[config.mk]
export PLATFORM = sky130hd
export DESIGN_NAME = spi_cmd_buffer
export DESIGN_NICKNAME = d
export VERILOG_FILES = /design/src/rtl/spi_cmd_buffer.sv
export SDC_FILE = /design/constraint.sdc
export NUM_CORES = 1
export LEC_CHECK = 0
export BUFFER_PORTS_ARGS = -buffer_cell sky130_fd_sc_hd__buf_2
export CORE_ASPECT_RATIO = 0.5
export CORE_MARGIN = 3
export CORE_UTILIZATION = 59
export CTS_BUF_LIST = sky130_fd_sc_hd__clkbuf_16
export DETAILED_ROUTE_END_ITERATION = 16
export PLACE_DENSITY = 0.75
export RECOVER_POWER = 50
export SLEW_MARGIN = 20
export SYNTH_ARGS = -nofsm -noshare
export SYNTH_HDL_FRONTEND = slang
export SYNTH_SLANG_ARGS = --single-unit
export TNS_END_PERCENT = 30
[constraint.sdc]
create_clock -name clk -period 10.3 [get_ports clk]
set_input_delay 1.03 -clock clk [delete_from_list [all_inputs] [get_ports clk]]
set_output_delay 1.03 -clock clk [all_outputs]
set_load 0.005 [all_outputs]
[src/rtl/spi_cmd_buffer.sv]
// ============================================================================
// spi_cmd_buffer: opcode-driven FIFO/LED command processor behind spi_slave.
// Revision: 1.0 - initial release
// ============================================================================
`default_nettype none

module spi_cmd_buffer #(
  parameter int DATA_W     = 16,
  parameter int DEPTH_LOG2 = 3,
  parameter int LED_W      = 3
) (
  input  logic                 clk,
  input  logic                 reset,
  input  logic                 rd_data_available,
  input  logic [DATA_W+15:0]   rd_data,
  output logic                 rd_ack,
  input  logic                 wr_buffer_free,
  output logic                 wr_en,
  output logic [DATA_W+15:0]   wr_data,
  output logic [LED_W-1:0]     leds
);

  localparam int WORD_W = DATA_W + 16;
  localparam int DEPTH  = 1 << DEPTH_LOG2;
  localparam int CNT_W  = DEPTH_LOG2 + 1;

  localparam logic [7:0] OP_NOP     = 8'h00;
  localparam logic [7:0] OP_CLEAR   = 8'h01;
  localparam logic [7:0] OP_PUSH    = 8'h02;
  localparam logic [7:0] OP_POP     = 8'h03;
  localparam logic [7:0] OP_PEEK    = 8'h04;
  localparam logic [7:0] OP_WR_LEDS = 8'h05;
  localparam logic [7:0] OP_RD_LEDS = 8'h06;
  localparam logic [7:0] OP_STATUS  = 8'h07;
  localparam logic [7:0] OP_ILLEGAL = 8'hFF;

  typedef enum logic [1:0] {
    S_IDLE    = 2'd0,
    S_EXEC    = 2'd1,
    S_COMPOSE = 2'd2,
    S_SEND    = 2'd3
  } state_t;

  state_t                  state_q, state_d;
  logic                    rd_ack_q, rd_ack_d;
  logic                    wr_en_q, wr_en_d;
  logic [WORD_W-1:0]       wr_data_q, wr_data_d;
  logic [LED_W-1:0]        leds_q, leds_d;
  logic [DEPTH_LOG2-1:0]   wr_ptr_q, wr_ptr_d;
  logic [DEPTH_LOG2-1:0]   rd_ptr_q, rd_ptr_d;
  logic [CNT_W-1:0]        count_q, count_d;
  logic                    ovf_q, ovf_d;
  logic                    unf_q, unf_d;
  logic [7:0]              cmd_op_q, cmd_op_d;
  logic [DATA_W-1:0]       cmd_pl_q, cmd_pl_d;
  logic [7:0]              resp_op_q, resp_op_d;
  logic [DATA_W-1:0]       resp_data_q, resp_data_d;
  logic                    use_ram_q, use_ram_d;

  logic [DATA_W-1:0]       mem [DEPTH];
  logic [DATA_W-1:0]       ram_rdata_q;
  logic                    mem_we;

  logic                    full, empty;
  logic [DATA_W-1:0]       leds_ext, count_ext;
  logic                    unused_bits;

  // The byte between opcode and payload carries nothing on the request side.
  assign unused_bits = ^rd_data[DATA_W+7:DATA_W];

  assign full  = (count_q == CNT_W'(DEPTH));
  assign empty = (count_q == '0);

  always_comb begin
    leds_ext                = '0;
    leds_ext[LED_W-1:0]     = leds_q;
    count_ext               = '0;
    count_ext[CNT_W-1:0]    = count_q;
  end

  always_ff @(posedge clk or posedge reset) begin
    if (reset) begin
      state_q     <= S_IDLE;
      rd_ack_q    <= 1'b0;
      wr_en_q     <= 1'b0;
      wr_data_q   <= '0;
      leds_q      <= '0;
      wr_ptr_q    <= '0;
      rd_ptr_q    <= '0;
      count_q     <= '0;
      ovf_q       <= 1'b0;
      unf_q       <= 1'b0;
      cmd_op_q    <= '0;
      cmd_pl_q    <= '0;
      resp_op_q   <= '0;
      resp_data_q <= '0;
      use_ram_q   <= 1'b0;
    end else begin
      state_q     <= state_d;
      rd_ack_q    <= rd_ack_d;
      wr_en_q     <= wr_en_d;
      wr_data_q   <= wr_data_d;
      leds_q      <= leds_d;
      wr_ptr_q    <= wr_ptr_d;
      rd_ptr_q    <= rd_ptr_d;
      count_q     <= count_d;
      ovf_q       <= ovf_d;
      unf_q       <= unf_d;
      cmd_op_q    <= cmd_op_d;
      cmd_pl_q    <= cmd_pl_d;
      resp_op_q   <= resp_op_d;
      resp_data_q <= resp_data_d;
      use_ram_q   <= use_ram_d;
    end
  end

  // Storage is not reset; the registered read captures the pre-command rd_ptr.
  always_ff @(posedge clk) begin
    if (mem_we) begin
      mem[wr_ptr_q] <= cmd_pl_q;
    end
    if (state_q == S_EXEC) begin
      ram_rdata_q <= mem[rd_ptr_q];
    end
  end

  always_comb begin
    state_d     = state_q;
    rd_ack_d    = 1'b0;
    wr_en_d     = 1'b0;
    wr_data_d   = wr_data_q;
    leds_d      = leds_q;
    wr_ptr_d    = wr_ptr_q;
    rd_ptr_d    = rd_ptr_q;
    count_d     = count_q;
    ovf_d       = ovf_q;
    unf_d       = unf_q;
    cmd_op_d    = cmd_op_q;
    cmd_pl_d    = cmd_pl_q;
    resp_op_d   = resp_op_q;
    resp_data_d = resp_data_q;
    use_ram_d   = use_ram_q;
    mem_we      = 1'b0;

    case (state_q)
      S_IDLE: begin
        // The slave needs a cycle to drop its level after an acknowledge.
        if (rd_data_available && !rd_ack_q) begin
          cmd_op_d = rd_data[WORD_W-1:WORD_W-8];
          cmd_pl_d = rd_data[DATA_W-1:0];
          rd_ack_d = 1'b1;
          state_d  = S_EXEC;
        end
      end

      S_EXEC: begin
        resp_op_d   = cmd_op_q;
        resp_data_d = '0;
        use_ram_d   = 1'b0;
        case (cmd_op_q)
          OP_NOP: ;
          OP_CLEAR: begin
            wr_ptr_d = '0;
            rd_ptr_d = '0;
            count_d  = '0;
            ovf_d    = 1'b0;
            unf_d    = 1'b0;
          end
          OP_PUSH: begin
            resp_data_d = cmd_pl_q;
            if (!full) begin
              mem_we   = 1'b1;
              wr_ptr_d = wr_ptr_q + DEPTH_LOG2'(1);
              count_d  = count_q + CNT_W'(1);
            end else begin
              ovf_d = 1'b1;
            end
          end
          OP_POP: begin
            if (!empty) begin
              use_ram_d = 1'b1;
              rd_ptr_d  = rd_ptr_q + DEPTH_LOG2'(1);
              count_d   = count_q - CNT_W'(1);
            end else begin
              unf_d = 1'b1;
            end
          end
          OP_PEEK: begin
            use_ram_d = !empty;
          end
          OP_WR_LEDS: begin
            leds_d      = cmd_pl_q[LED_W-1:0];
            resp_data_d = cmd_pl_q;
          end
          OP_RD_LEDS: resp_data_d = leds_ext;
          OP_STATUS:  resp_data_d = count_ext;
          default:    resp_op_d   = OP_ILLEGAL;
        endcase
        state_d = S_COMPOSE;
      end

      S_COMPOSE: begin
        wr_data_d = {resp_op_q, ovf_q, unf_q, full, empty, 4'b0000,
                     use_ram_q ? ram_rdata_q : resp_data_q};
        state_d   = S_SEND;
      end

      S_SEND: begin
        if (wr_buffer_free) begin
          wr_en_d = 1'b1;
          state_d = S_IDLE;
        end
      end

      default: state_d = S_IDLE;
    endcase
  end

  assign rd_ack  = rd_ack_q;
  assign wr_en   = wr_en_q;
  assign wr_data = wr_data_q;
  assign leds    = leds_q;

endmodule

`default_nettype wire

==> results_dict.tcl <==
set metrics [dict create \
    fp.dieH_um 96.5 \
    p_seq_share_pct 53.9 \
    worstPathMaxFanout 30 \
    post-route-cell-area_um2 10800 \
    clockPowerShare_pct 27.0 \
    io_pins 73 \
    clk_path_buf_depth 3 \
    syn-cell-area_um2 9670 \
    fin_crit_sh_pct 51.6 \
    synth_compound_area_share_pct 4.84 \
    ys_types 50 \
    status "finished with violations" \
    holdBufCountCts 0 \
    synth_top_area_share_pct 44.7 \
    cp_cell_sequence "inv_1 > ha_1 > clkbuf_1 > clkinv_1 > nor3_2 > and2_1 > a22o_1" \
    wl_met2_mm 9.21 \
    cts-buffers-inserted 21 \
    cp-end-kind "register" \
    dp_hpwl_mm 11.1 \
    syn-instance-count 637 \
    synth_area_leaders "edfxtp_1 (45%), dfrtp_1 (25%), mux4_2 (7.5%), mux2_2 (3.7%), nand2_1 (3.1%)" \
    violations "capacitance limit, slew limit" \
    ys_seq_elements 240 \
    worstMarginPinSlew_ps 3180 \
    die_w_um 187 \
    grt_pass1_vias 5470 \
    slew_headroom_pct -112 \
    antenna_left 0 \
    ctsResizeCount 0 \
    arrival_ps 5750 \
    dpl.cell_count 898 \
    initial_core_util_pct 61.5 \
    clk_latency_ps 500 \
    worst-path-buf-inv 3 \
    peakVddDrop_mv 0.140 \
    ys.warnings.count 0 \
    critical-path-top-delay-family "buffers and inverters" \
    worst_hold_slack_ps 488 \
    dr_wl_met3_mm 1.55 \
    drc 0 \
    grt_start_max_net_pins 60 \
    fin_tns_setup_ps 0 \
    p_sw_share_pct 30.7 \
    crit_type "reg2reg" \
    drtPass1Iterations 5 \
    async_flop_share_pct 40.0 \
    postRouteWirelength_mm 19.8 \
    cts_max_level 1 \
    fin_crit_ps 5320 \
    overflow 0 \
    dieArea_um2 18100 \
    max_cap_violations 4 \
    setup_violations 0 \
    cts_root_buf "clkbuf_16" \
    synth-simple-area-share_pct 8.61 \
    antenna_found_initial 0 \
    total_leakage_power_nw 4.05 \
    synth_mux_area_share_pct 13.6 \
    routedWlPerCell_um 21.2 \
    grt_pass1_wl_mm 31.0 \
    synthFlopType "edfxtp_1" \
    drt-vias-per-instance 5.95 \
    fmax_ghz 0.188 \
    hold_path.class "reg2reg" \
    wl_met1_mm 8.74 \
    portBuffers 60 \
    clkSlewWorstSetupHoldPaths_ps 70 \
    hold_viol_final 0 \
    synthAdderAreaFrac_pct 1.37 \
    post_cts_buffers 0 \
    synthXorXnorAreaFrac_pct 0.0906 \
    final_cells 936 \
    nNetsFinal 746 \
    place_congestion 0.880 \
    drt_iter0_markers 520 \
    drive_above_1_share_pct 23.1 \
    cpPeakStageDelay_ps 1380 \
    syn_avg_cell_area_um2 15.2 \
    cts_tree "built" \
    num_vias 5568 \
    fin_skew_ps 9.86 \
    cts.sinks 240 \
    p_comb_share_pct 19.1 \
    synth_top_family_by_area "multiplexers" \
    rsz0062_at_grt "false" \
    core_um2 15700 \
    crit_slowest_cell "clkbuf_1" \
    track_usage_pct 22.6 \
    crit_path_start_kind "register" \
    cp_data_required_time_ps 10730 \
    synth-edff-count 144 \
    p_int_w 0.00184 \
    dpl_cell_area_um2 10200 \
    ys_seq_area_share_pct 69.6 \
    rows 32 \
    fin_util_pct 68.8 \
    power.density_nw_per_um2 245 \
    maxSlewViolCount 176 \
    netSwitchingPower_w 0.000813 \
    diodes 0 \
    area_growth_pct 11.9 \
    yosysTopAreaCell "edfxtp_1" \
    top_layer "met4" \
]
==> Yosys cell counts (4+ instances only) <==
library cell,n
o21ai_0,8
nand2b_1,6
clkbuf_1,20
mux4_2,32
a21oi_1,32
or3_1,4
buf_2,5
buf_4,4
and2_1,6
mux2i_1,23
o2bb2ai_1,5
nor3_1,8
nor2b_1,5
buf_1,4
dfrtp_1,96
nor2_1,46
inv_1,9
mux2_2,32
ha_1,9
a22o_1,12
nand2_1,81
edfxtp_1,144
nand3_1,9
==> final timing paths <==
kind | startpoint | to | slack [ps] | cells past startpoint
setup / recovery | state_q[1]$_DFFE_PP0P_ | resp_data_q[11]$_DFFE_PP0P_ | 4980 | 7
max in group asynchronous | reset | rd_ptr_q[1]$_DFFE_PP0P_ | 5440 | 3
setup reg to reg | state_q[1]$_DFFE_PP0P_ | resp_data_q[11]$_DFFE_PP0P_ | 4980 | 7
hold / removal | resp_data_q[2]$_DFFE_PP0P_ | resp_data_q[2]$_DFFE_PP0P_ | 490 | 1
hold reg to reg | resp_data_q[2]$_DFFE_PP0P_ | resp_data_q[2]$_DFFE_PP0P_ | 490 | 1
min in group asynchronous | reset | wr_data[14]$_DFFE_PP0P_ | 980 | 2
==> worst reg2reg max path: stages (launching register included) <==
cell      delay, ps
dfrtp_1         410
inv_1           130
ha_1            150
clkbuf_1       1380
clkinv_1       1370
nor3_2          850
and2_1          720
a22o_1          250
==> routing by layer <==
metal,GRT usage (%),vias up
li1,-,2488
met1,33.5,2829
met2,35.8,225
met3,3.93,26
met4,5.28,0
met5,0,-
==> kinds of logic after synthesis <==
| group | Yosys count |
|---|---|
| DFF | 240 |
| and+or+nand+nor | 182 |
| muxes | 87 |
| AOI/OAI and AO/OA | 72 |
| buffers and inverters | 44 |
| adders and majority gates | 10 |
| other | 1 |
| xor gates and xnor gates | 1 |
==> cells in the final DEF (no fill, tap or decap), types with 9 or more instances in the layout <==
cell type / netlist / final
edfxtp_1: 144 / 144
nand3_1: 9 / 9
nand2_1: 81 / 81
dfrtp_1: 96 / 94
a21oi_1: 32 / 32
mux4_2: 32 / 32
buf_2: 5 / 59
clkinv_1: 2 / 9
mux2_2: 32 / 32
mux2i_1: 23 / 23
inv_1: 9 / 16
a22o_1: 12 / 12
clkbuf_16: 0 / 22
nor2_1: 46 / 46
ha_1: 9 / 9
==> per-stage QoR <==
step	worst slack [ps]	power, W
final	4980	0.00265
after global routing	4570	0.00280
after CTS	6570	0.00267
after detailed placement	6610	0.00195
after global placement	6670	0.00192
after floorplan	6760	0.00174
==> flip-flops by register name, indices dropped and copies added (netlist names), 2 cells and up <==
| register | count |
|---|---|
| resp_data_q | 16 |
| leds | 3 |
| mem | 128 |
| cmd_pl_q | 16 |
| resp_op_q | 8 |
| wr_data | 28 |
| count_q | 4 |
| rd_ptr_q | 3 |
| state_q | 2 |
| cmd_op_q | 8 |
| ram_rdata_q | 16 |
| wr_ptr_q | 3 |
==> power groups by stage <==
stage | combinational [W] | sequential, W | clock (W)
3_5_place_dp | 0.000510 | 0.00144 | 0
3_3_place_gp | 0.000493 | 0.00143 | 0
2_1_floorplan | 0.000372 | 0.00137 | 0
5_1_grt | 0.000569 | 0.00146 | 0.000770
4_1_cts | 0.000513 | 0.00142 | 0.000729
6_report | 0.000507 | 0.00143 | 0.000716
==> cell type report <==
| class | count | area [um^2] |
|---|---|---|
| repair buffers | 70 | 367 |
| inverters | 11 | 42.5 |
| clock buffers | 22 | 551 |
| multi-input cells | 356 | 2790 |
| clock inverters | 16 | 65.1 |
| fillers | 1083 | 4910 |
| flip-flops and latches | 240 | 6730 |
| well taps | 221 | 277 |
Note: power is estimated with default switching activity, not from simulation.
